File: src/rtl/synth_pkg.sv
// Shared constants for the synth audio path.
// Sample width, I2S framing and default bit-clock divider.
package synth_pkg;

  localparam int SAMPLE_W       = 24;
  localparam int I2S_SLOT_W     = 32;
  localparam int I2S_FRAME_BITS = 64;
  localparam int BCLK_DIV_DEF   = 8;

endpackage

File: src/rtl/i2s_dac_tx_if.sv
// Mixer-side and codec-side signals of the I2S DAC transmitter.
// master drives the sample stream, slave is the transmitter.
interface i2s_dac_tx_if
  import synth_pkg::*;
#(
  parameter int DATA_W = SAMPLE_W
);

  logic [DATA_W-1:0] i_data;
  logic              i_valid;
  logic              i_clr_flags;
  logic              o_bclk;
  logic              o_lrck;
  logic              o_dacdat;
  logic              o_fifo_full;
  logic              o_overflow;
  logic              o_underflow;

  modport master (
    output i_data,
    output i_valid,
    output i_clr_flags,
    input  o_bclk,
    input  o_lrck,
    input  o_dacdat,
    input  o_fifo_full,
    input  o_overflow,
    input  o_underflow
  );

  modport slave (
    input  i_data,
    input  i_valid,
    input  i_clr_flags,
    output o_bclk,
    output o_lrck,
    output o_dacdat,
    output o_fifo_full,
    output o_overflow,
    output o_underflow
  );

endinterface

File: src/rtl/sample_fifo.sv
// Show-ahead synchronous FIFO for mixed samples.
// Caller guarantees no push when full unless popping.
module sample_fifo #(
  parameter int WIDTH = 24,
  parameter int DEPTH = 8
) (
  input  logic                   clk,
  input  logic                   rst,
  input  logic                   push,
  input  logic                   pop,
  input  logic [WIDTH-1:0]       wdata,
  output logic [WIDTH-1:0]       rdata,
  output logic                   empty,
  output logic                   full,
  output logic [$clog2(DEPTH):0] count
);

  localparam int AW = $clog2(DEPTH);

  logic [WIDTH-1:0] mem_q [DEPTH];
  logic [AW-1:0]    wr_q, wr_d;
  logic [AW-1:0]    rd_q, rd_d;
  logic [AW:0]      cnt_q, cnt_d;
  logic             full_q, full_d;

  always_comb begin
    wr_d   = wr_q + AW'(push);
    rd_d   = rd_q + AW'(pop);
    cnt_d  = cnt_q + (AW+1)'(push) - (AW+1)'(pop);
    full_d = (cnt_d == (AW+1)'(DEPTH));
  end

  always_ff @(posedge clk or negedge rst) begin
    if (!rst) begin
      wr_q   <= '0;
      rd_q   <= '0;
      cnt_q  <= '0;
      full_q <= 1'b0;
    end else begin
      wr_q   <= wr_d;
      rd_q   <= rd_d;
      cnt_q  <= cnt_d;
      full_q <= full_d;
    end
  end

  // Storage needs no reset; pointers define what is valid.
  always_ff @(posedge clk) begin
    if (push) mem_q[wr_q] <= wdata;
  end

  assign rdata = mem_q[rd_q];
  assign empty = (cnt_q == '0);
  assign full  = full_q;
  assign count = cnt_q;

endmodule

File: src/rtl/i2s_dac_tx.sv
// Mono I2S (Philips) transmitter fed by the voice mixer.
// Same sample goes out in both slots, 32-bit slots, MSB first.
module i2s_dac_tx
  import synth_pkg::*;
#(
  parameter int DATA_W     = SAMPLE_W,
  parameter int FIFO_DEPTH = 8,
  parameter int BCLK_DIV   = BCLK_DIV_DEF
) (
  input  logic         clk,
  input  logic         rst,
  i2s_dac_tx_if.slave  bus
);

  localparam int DW = (BCLK_DIV > 1) ? $clog2(BCLK_DIV) : 1;
  localparam int BW = $clog2(I2S_FRAME_BITS);
  localparam int CW = $clog2(FIFO_DEPTH) + 1;

  logic [DW-1:0]     div_cnt_q, div_cnt_d;
  logic              bclk_q, bclk_d;
  logic [BW-1:0]     bit_cnt_q, bit_cnt_d;
  logic              lrck_q, lrck_d;
  logic              dac_q, dac_d;
  logic [DATA_W-1:0] shift_q, shift_d;
  logic              ovf_q, ovf_d;
  logic              udf_q, udf_d;

  logic              wrap, fall, frame;
  logic              push, pop;
  logic              fifo_empty, fifo_full;
  logic [DATA_W-1:0] fifo_rdata;
  logic [CW-1:0]     fifo_count;
  logic [I2S_SLOT_W-1:0] slot;
  logic [4:0]        k;

  sample_fifo #(
    .WIDTH (DATA_W),
    .DEPTH (FIFO_DEPTH)
  ) u_fifo (
    .clk   (clk),
    .rst   (rst),
    .push  (push),
    .pop   (pop),
    .wdata (bus.i_data),
    .rdata (fifo_rdata),
    .empty (fifo_empty),
    .full  (fifo_full),
    .count (fifo_count)
  );

  always_comb begin
    wrap  = (div_cnt_q == DW'(BCLK_DIV - 1));
    fall  = wrap & bclk_q;
    frame = fall & (bit_cnt_q == BW'(I2S_FRAME_BITS - 1));
    pop   = frame & ~fifo_empty;
    push  = bus.i_valid
          & ((fifo_count < CW'(FIFO_DEPTH)) | pop);

    div_cnt_d = wrap ? '0 : div_cnt_q + 1'b1;
    bclk_d    = wrap ? ~bclk_q : bclk_q;
    bit_cnt_d = fall ? bit_cnt_q + 1'b1 : bit_cnt_q;
    lrck_d    = fall ? bit_cnt_d[BW-1] : lrck_q;

    shift_d = shift_q;
    if (frame) shift_d = fifo_empty ? '0 : fifo_rdata;

    // Slot word: one-bit delay, sample MSB first, zero pad.
    slot = {1'b0, shift_q,
            {(I2S_SLOT_W - 1 - DATA_W){1'b0}}};
    k     = bit_cnt_d[4:0];
    dac_d = fall ? slot[5'(I2S_SLOT_W - 1) - k] : dac_q;

    ovf_d = (bus.i_valid & ~push)
          | (ovf_q & ~bus.i_clr_flags);
    udf_d = (frame & fifo_empty)
          | (udf_q & ~bus.i_clr_flags);
  end

  always_ff @(posedge clk or negedge rst) begin
    if (!rst) begin
      div_cnt_q <= '0;
      bclk_q    <= 1'b0;
      bit_cnt_q <= '0;
      lrck_q    <= 1'b0;
      dac_q     <= 1'b0;
      shift_q   <= '0;
      ovf_q     <= 1'b0;
      udf_q     <= 1'b0;
    end else begin
      div_cnt_q <= div_cnt_d;
      bclk_q    <= bclk_d;
      bit_cnt_q <= bit_cnt_d;
      lrck_q    <= lrck_d;
      dac_q     <= dac_d;
      shift_q   <= shift_d;
      ovf_q     <= ovf_d;
      udf_q     <= udf_d;
    end
  end

  assign bus.o_bclk      = bclk_q;
  assign bus.o_lrck      = lrck_q;
  assign bus.o_dacdat    = dac_q;
  assign bus.o_fifo_full = fifo_full;
  assign bus.o_overflow  = ovf_q;
  assign bus.o_underflow = udf_q;

endmodule
File: src/flat_wrapper.sv
// flat-port wrapper written by rule: the top's interface ports become plain ports
module i2s_dac_tx_flat import synth_pkg::*;
#(
  parameter int DATA_W     = SAMPLE_W,
  parameter int FIFO_DEPTH = 8,
  parameter int BCLK_DIV   = BCLK_DIV_DEF
)
  (clk, rst, bus_i_data, bus_i_valid, bus_i_clr_flags, bus_o_bclk, bus_o_lrck, bus_o_dacdat, bus_o_fifo_full, bus_o_overflow, bus_o_underflow);
  i2s_dac_tx_if #(.DATA_W(DATA_W)) bus_i ();
  input  logic clk;
  input  logic rst;
  input wire logic [$bits(bus_i.i_data)-1:0] bus_i_data;
  input wire logic [$bits(bus_i.i_valid)-1:0] bus_i_valid;
  input wire logic [$bits(bus_i.i_clr_flags)-1:0] bus_i_clr_flags;
  output wire logic [$bits(bus_i.o_bclk)-1:0] bus_o_bclk;
  output wire logic [$bits(bus_i.o_lrck)-1:0] bus_o_lrck;
  output wire logic [$bits(bus_i.o_dacdat)-1:0] bus_o_dacdat;
  output wire logic [$bits(bus_i.o_fifo_full)-1:0] bus_o_fifo_full;
  output wire logic [$bits(bus_i.o_overflow)-1:0] bus_o_overflow;
  output wire logic [$bits(bus_i.o_underflow)-1:0] bus_o_underflow;
  assign bus_i.i_data = bus_i_data;
  assign bus_i.i_valid = bus_i_valid;
  assign bus_i.i_clr_flags = bus_i_clr_flags;
  assign bus_o_bclk = bus_i.o_bclk;
  assign bus_o_lrck = bus_i.o_lrck;
  assign bus_o_dacdat = bus_i.o_dacdat;
  assign bus_o_fifo_full = bus_i.o_fifo_full;
  assign bus_o_overflow = bus_i.o_overflow;
  assign bus_o_underflow = bus_i.o_underflow;
  i2s_dac_tx #(.DATA_W(DATA_W), .FIFO_DEPTH(FIFO_DEPTH), .BCLK_DIV(BCLK_DIV)) u_core (.clk(clk), .rst(rst), .bus(bus_i));
endmodule
File: config.mk
export PLATFORM = sky130hd
export DESIGN_NAME = i2s_dac_tx_flat
export DESIGN_NICKNAME = d
export VERILOG_FILES = /design/src/rtl/synth_pkg.sv /design/src/rtl/i2s_dac_tx_if.sv /design/src/rtl/sample_fifo.sv /design/src/rtl/i2s_dac_tx.sv /design/src/flat_wrapper.sv
export SDC_FILE = /design/constraint.sdc
export NUM_CORES = 1
export LEC_CHECK = 0
export ABC_AREA = 0
export CORE_MARGIN = 2
export CORE_UTILIZATION = 55
export CTS_CLUSTER_DIAMETER = 40
export DETAILED_ROUTE_END_ITERATION = 7
export DONT_BUFFER_PORTS = 1
export PLACE_DENSITY_LB_ADDON = 0.08
export SLEW_MARGIN = 0
export SYNTH_ARGS = -nofsm -noshare
export SYNTH_HDL_FRONTEND = slang
export SYNTH_HIERARCHICAL = 1
export SYNTH_SLANG_ARGS = --single-unit
File: constraint.sdc
create_clock -name clk -period 7 [get_ports clk]
set_clock_uncertainty 0.05 [all_clocks]
set_input_delay 0.7 -clock clk [delete_from_list [all_inputs] [get_ports clk]]
set_output_delay 0.7 -clock clk [all_outputs]
set_load 0.03 [all_outputs]
==> results of run 1 <==
==> flip-flops by register name (all words and copies together), names as in the netlist, 3 cells and up <==
name and count:
u_core/shift_q 24, u_core/u_fifo/mem_q 192, u_core/div_cnt_q 3, u_core/u_fifo/rd_q 3
u_core/bit_cnt_q 6, u_core/u_fifo/count 4, u_core/u_fifo/wr_q 3
==> final timing paths <==
path / cells past startpoint / end / from / slack [ns]
max: 14 / u_core/u_fifo/full / u_core/bit_cnt_q[0] / 3.15
min: 0 / u_core/u_fifo/mem_q[5][15] / bus_i_data[15] / 0.19
max reg2reg: 14 / u_core/u_fifo/full / u_core/bit_cnt_q[0] / 3.15
min reg2reg: 1 / u_core/div_cnt_q[0] / u_core/div_cnt_q[0] / 0.40
max in group asynchronous: 2 / u_core/u_fifo/rd_q[1] / rst / 6.04
min in group asynchronous: 2 / u_core/u_fifo/rd_q[0] / rst / 0.63
==> routing by layer <==
metal / vias up / GRT usage (%) / part of all wire (%)
met1: 2430 / 27.4 / 44
met5: - / 0 / 0
met4: 0 / 5.90 / 2.7
met3: 37 / 4.30 / 5.5
met2: 117 / 31.8 / 48
li1: 2114 / - / -
==> cells by family (layout without fill, tap and decap cells) <==
logic type / Yosys count / count (layout) / synth area share (%)
xor gates and xnor gates: 14 / 14 / 1.53
muxes: 79 / 79 / 15.6
AOI/OAI and AO/OA: 48 / 48 / 2.83
adders and majority gates: 13 / 13 / 1.74
DFF: 241 / 241 / 71.7
and+or+nand+nor: 95 / 95 / 4.27
buffers and inverters: 43 / 86 / 2.33
==> worst register-to-register path, delay by kind of cell, from the launching register on <==
kind	cells	cell delay, ns
muxes	1	0.15
buffers and inverters	3	0.40
and+or+nand+nor	5	1.11
adders and majority gates	4	1.18
DFF	1	0.65
xor gates and xnor gates	1	0.24
==> where the power goes <==
group          total [mW]  leakage, nW  switching, mW  internal, mW
Combinational     0.00812         1.06        0.00587       0.00224
Sequential           1.55         2.38        0.00108          1.55
Clock                1.65        0.528          0.594          1.05
==> cell type report <==
type / instances / share of cell area, %
Sequential cell: 241 / 62.8
Inverter: 18 / 0.606
Clock inverter: 24 / 3.20
Timing Repair Buffer: 13 / 1.08
Clock buffer: 31 / 6.77
Multi-Input combinational cell: 249 / 23.0
Tap cell: 225 / 2.53
==> metrics by stage <==
stage,cells,util [%],area [um^2]
final,801,64.4,11100
after global routing,801,64.4,11100
after global placement,744,57.8,9990
after CTS,801,64.4,11100
after floorplan,533,-,9760
after detailed placement,744,57.8,9990
==> cells in the mapped netlist (all sizes together) (2+ instances only) <==
cell / instances
clkbuf: 12
a21oi: 5
o22ai: 2
nand3: 7
inv: 18
dfrtp: 49
mux4: 51
mux2i: 4
buf: 13
xor2: 8
ha: 12
mux2: 24
o211ai: 2
nand4b: 2
nor2: 13
edfxtp: 192
and3: 3
nand2: 56
nand2b: 3
xnor2: 6
and2: 2
nor3: 7
o21ai: 32
==> results.md, run 1 <==
- Crit path time final: 3.85 ns
- Worst-Margin Slew: 0.984 ns
- CTS H-tree lvls: 1
- Worst path buffer plus inverter count: 3
- Setup Buffers After CTS: 0
- Max VDD drop: 0.000240 V
- Core area: 17,300 um^2
- Total power divided by cell area: 288 nW/um^2
- Row count: 48
- GRT Total Usage: 19.7%
- Area occupied by multi-input gates: 2560 um^2
- Fillers: 1,192
- Worst setup EP type: register
- DRC viols: 0
- Post-cts sizing count: 0
- Sink Count: 241
- MaxCap Viol Count: 0
- Layout cells sized above 1: 26.4%
- Layout net count: 594
- Hold Crit Class: input port to register
- Routability Congestion: 0.781
- Max clock buf depth: 3
- Slew headroom: 34.4%
- Commonest non-fill, non-tap cells in the layout: edfxtp_1 (192), nand2_1 (56), mux4_2 (49), dfrtp_1 (47), o21ai_0 (31)
- Die ar.: 18,800 um^2
- Clk Latency, worst-skew pair: 0.55 ns
- Net Count, Synth: 574
- Unique cell type count in the Yosys netlist: 44
- Sequential area share after synthesis: 71.7%
- Dominant synthesized flop cell: edfxtp_1
- Final WS setup: 3.15 ns
- Unrepaired setup endpoints after global routing: false
- Critical path's most frequent cell: ha_1
- Critical Path, Cell by Cell: ha_1, nand3_1, nor2_1, nand3_1, buf_4, nor2_1, ha_1, inv_1, ha_1, inv_1, fa_1, xor2_1, or4b_1, mux2i_1
- Total gr overflow: 0
- Mapped cell area: 9760 um^2
- Hold_ws: 0.187 ns
- Routed vias: 4,698
- Die X: 137 um
- Routed wire length: 17.5 mm
- First-pass GRT wire length: 27.3 mm
- Arr. time, crit path: 4.26 ns
- Most common cell after layout, fill and taps aside: edfxtp_1
- DP HPWL: 10.6 mm
- Status: finished clean
- Inserted Diodes: 0
- Initial antenna violation count: 0
- Tot Pwr: 3.21 mW
- Root Buffer Master: clkbuf_16
- WL/cell: 21.9 um
- Syn avg cell area: 18.3 um^2
- Port-buffer cells: 0
- Max Freq: 259 MHz
- Final ANT Viol Nets: 0
- Largest net degree at the start of global routing: 51
- Yosys warns: 6
- Fin. Hold Viols: 0
- Number of global-route vias before repair: 4,855
- CP Launch Type: register
- Place WS: 3.13 ns
- Setup TNS: 0 ns
- Crit-path max FO: 50
- Post-synth EDFFs: 192
- Starting Density: 56.4%
- Hold_buf cts: 2
- TritonRoute pass-1 iters: 5
- IO Count: 34
- Pins Over Slew Limit: 0
- Synth-to-layout area growth: 14.2%
- Data required time of the worst path: 7.40 ns
- Post-synthesis register bit count: 241
- Vias per cell: 5.87
- Area fraction of the dominant cell type after synthesis: 59.1%
- Register area: 7000 um^2
- Mapped Cells: 533
- Setup CP Type: register to register
- DR iter-0 viols: 226
- Die Y: 137 um
- CTS Buf Count: 30
- Final setup violation count: 0
- Dominant cell type by area after synthesis: edfxtp_1
- Max stage delay on crit path: 0.65 ns
- CTS tree: done
- Ys async rst share: 20.3%
- Clock transition at path regs: 0.06 ns
- CP delay by family, top: adder cells
- Dominant cells by area after synthesis: edfxtp_1 (59%), dfrtp_1 (13%), mux4_2 (11%), mux2_4 (2.5%), nand2_1 (2.2%)
- LEAKAGE: 3.97 nW
- CP max-delay cell: dfrtp_1
- Final period utilization: 55.1%
Power figures use the tool's default switching activity.
==> run 2: changes to the inputs <==
- clock period: 7 -> 3.2 ns (I/O delays scaled with it)
==> run 2 against run 1 <==
  * First-iteration DRC count increased by 2.7%
  * Global-route usage increased by 0.44 points
  * Sequential share of layout area decreased by 2.6 points
  * Setup slack got worse by 3.0 ns
  * Total power increased by 120%
  * Critical endpoint unchanged
==> results.md, run 2 (synthesis results as in run 1) <==
- Largest net degree at the start of global routing: 50 (-2.0%)
- Crit-path max FO: 5 (-90%)
- Largest register FFs: 192 (unchanged)
- Status: finished clean
- Routed wl met3: 784 um (-19%)
- IO Count: 34 (unchanged)
- Final setup violation count: 0 (unchanged)
- Port-buffer cells: 0 (unchanged)
- Layout net count: 643 (+8.2%)
- Reg-to-Reg Start: u_core/bit_cnt_q[1]
- Core area: 17,300 um^2 (unchanged)
- Setup Buffers After CTS: 0 (unchanged)
- Area occupied by multi-input gates: 2610 um^2 (+1.8%)
- Register name with the most flops: u_core/u_fifo/mem_q
- Tot Pwr: 7.10 mW (+120%)
- CTS H-tree lvls: 2 (+1)
- Critical path startpoint: u_core/bit_cnt_q[1]
- Most common cell after layout, fill and taps aside: edfxtp_1
- Vias per cell: 5.64 (-3.9%)
- MaxCap Viol Count: 0 (unchanged)
- Routed length on met2: 8.72 mm (+3.6%)
- Number of global-route vias before repair: 5,159 (+6.3%)
- Starting Density: 56.4% (unchanged)
- Largest registers: u_core/u_fifo/mem_q x192, u_core/shift_q x24, u_core/bit_cnt_q x6
- Die ar.: 18,800 um^2 (unchanged)
- DR iter-0 viols: 232 (+2.7%)
- Routed vias: 4,814 (+2.5%)
- Setup TNS: 0 ns (unchanged)
- Setup CP Type: register to register
- Layout cells sized above 1: 28.8% (+2.4 points)
- Synth-to-layout area growth: 19.1%
- Hold Crit Class: input port to register
- Die Y: 137 um (unchanged)
- LEAKAGE: 4.17 nW (+5.2%)
- Commonest non-fill, non-tap cells in the layout: edfxtp_1 (192), nand2_1 (55), mux4_2 (49), dfrtp_1 (46), clkbuf_16 (35)
- Final ANT Viol Nets: 0 (unchanged)
- Inserted Diodes: 0 (unchanged)
- CTS tree: done
- WL/cell: 20.8 um (-4.9%)
- R2R depth: 13 (-1)
- Clk Latency, worst-skew pair: 0.51 ns (-0.04 ns)
- First-pass GRT wire length: 28.0 mm (+2.6%)
- Critical path's most frequent cell: inv_1
- Fillers: 1,204 (+1.0%)
- DRC viols: 0 (unchanged)
- Max clock buf depth: 3 (unchanged)
- Final period utilization: 96.2% (+41 points)
- Row count: 48 (unchanged)
- Critical Path, Cell by Cell: ha_2, nand3_2, nor2_4, nand3_2, nor2_2, ha_1, inv_1, ha_1, inv_1, fa_1, inv_1, or4b_1, mux2i_1
- Register area: 7000 um^2 (about the same)
- Fin. Hold Viols: 0 (unchanged)
- CTS Buf Count: 35 (+17%)
- Worst setup EP type: register
- Arr. time, crit path: 3.44 ns (-0.82 ns)
- GRT Total Usage: 20.2% (+0.44 points)
- Die X: 137 um (unchanged)
- Hold_ws: 0.141 ns (-0.0466 ns)
- Clock transition at path regs: 0.05 ns (about the same)
- CP max-delay cell: fa_1
- M1 WL: 7.77 mm (+1.4%)
- Worst-Margin Slew: 0.602 ns (-0.382 ns)
- Routability Congestion: 0.830 (+6.3%)
- RR Endpoint: u_core/u_fifo/full
- Root Buffer Master: clkbuf_16
- Routed wire length: 17.8 mm (+1.4%)
- Final Core Density: 67.2% (+2.8 points)
- CP Launch Type: register
- Pins Over Slew Limit: 0 (unchanged)
- TritonRoute pass-1 iters: 4 (-1)
- DP HPWL: 10.6 mm (-0.45%)
- Worst Setup EP: u_core/u_fifo/full
- Initial antenna violation count: 0 (unchanged)
- Total power divided by cell area: 611 nW/um^2 (+110%)
- Max stage delay on crit path: 0.54 ns (-0.11 ns)
- Crit path time final: 3.08 ns (-0.777 ns)
- Highest routed layer: met4
- Slew headroom: 59.9% (+25 points)
- R2R Setup Slk: 0.12 ns (-3.02 ns)
- Max VDD drop: 0.000560 V (+130%)
- Total gr overflow: 0 (unchanged)
- Sink Count: 241 (unchanged)
- Max Freq: 325 MHz (+25%)
- Data required time of the worst path: 3.57 ns (-3.83 ns)
run 2: cell types whose count changed in the layout (fill, tap and decap cells not counted), sizes merged:
cell	before	now
buf	12	30
inv	21	24
clkinvlp	4	5
dlygate4sd3	1	27
clkbuf	31	38
clkinv	10	12
bufinv	7	3
run 2: worst min path at each step:
stage	startpoint	end	slack [ns]	depth (start not counted)
2_1_floorplan	rst	u_core/bit_cnt_q[0]	-0.03	0
3_3_place_gp	rst	u_core/u_fifo/full	-0.02	0
3_5_place_dp	rst	u_core/u_fifo/count[1]	-0.02	0
4_1_cts	bus_i_valid	u_core/u_fifo/count[0]	0.13	2
5_1_grt	bus_i_valid	u_core/u_fifo/count[0]	0.17	2
6_report	bus_i_valid	u_core/u_fifo/count[0]	0.14	2
run 2: final cells by class:
cell class,instances,share of cell area [%]
clock buffer,38,7.63
clock inverter,26,2.06
multi-input combinational,249,22.4
inverter,18,0.581
tap,225,2.42
timing repair buffer,57,4.65
sequential,241,60.2
run 2: timing repair:
| item | CTS | global route |
|---|---|---|
| endpoints found under the hold margin | 243 | 0 |
| gates resized for setup | 0 | 3 |
| hold buffers | 28 | 0 |
| endpoints found under the setup margin | 0 | 1 |
run 2: worst max-delay path, delay by kind of cell, from the launching register on:
family        cells  cell delay, ns
mux               1            0.16
fa+ha+maj         4            1.15
buf+inv           3            0.17
flops             1            0.41
simple gates      5            1.05
run 2: power by group:
group          total [mW]  internal, mW  switching [mW]
combinational      0.0699        0.0270          0.0429
sequential           3.39          3.39         0.00241
clock                3.63          2.27            1.36
run 2: layer usage:
metal  vias up  GRT usage (%)
li1       2216              -
met1      2450           27.7
met2       109           32.5
met3        39           3.35
met4         0           8.48
met5         -              0
run 2: stage by stage:
step           cell area (um^2)  std cells  worst slack [ns]
6_report                  11600        854             0.123
5_1_grt                   11600        854           -0.0113
4_1_cts                   11600        854            0.0974
3_5_place_dp              10200        762             0.114
3_3_place_gp              10200        762             0.279
2_1_floorplan              9800        533            0.0346
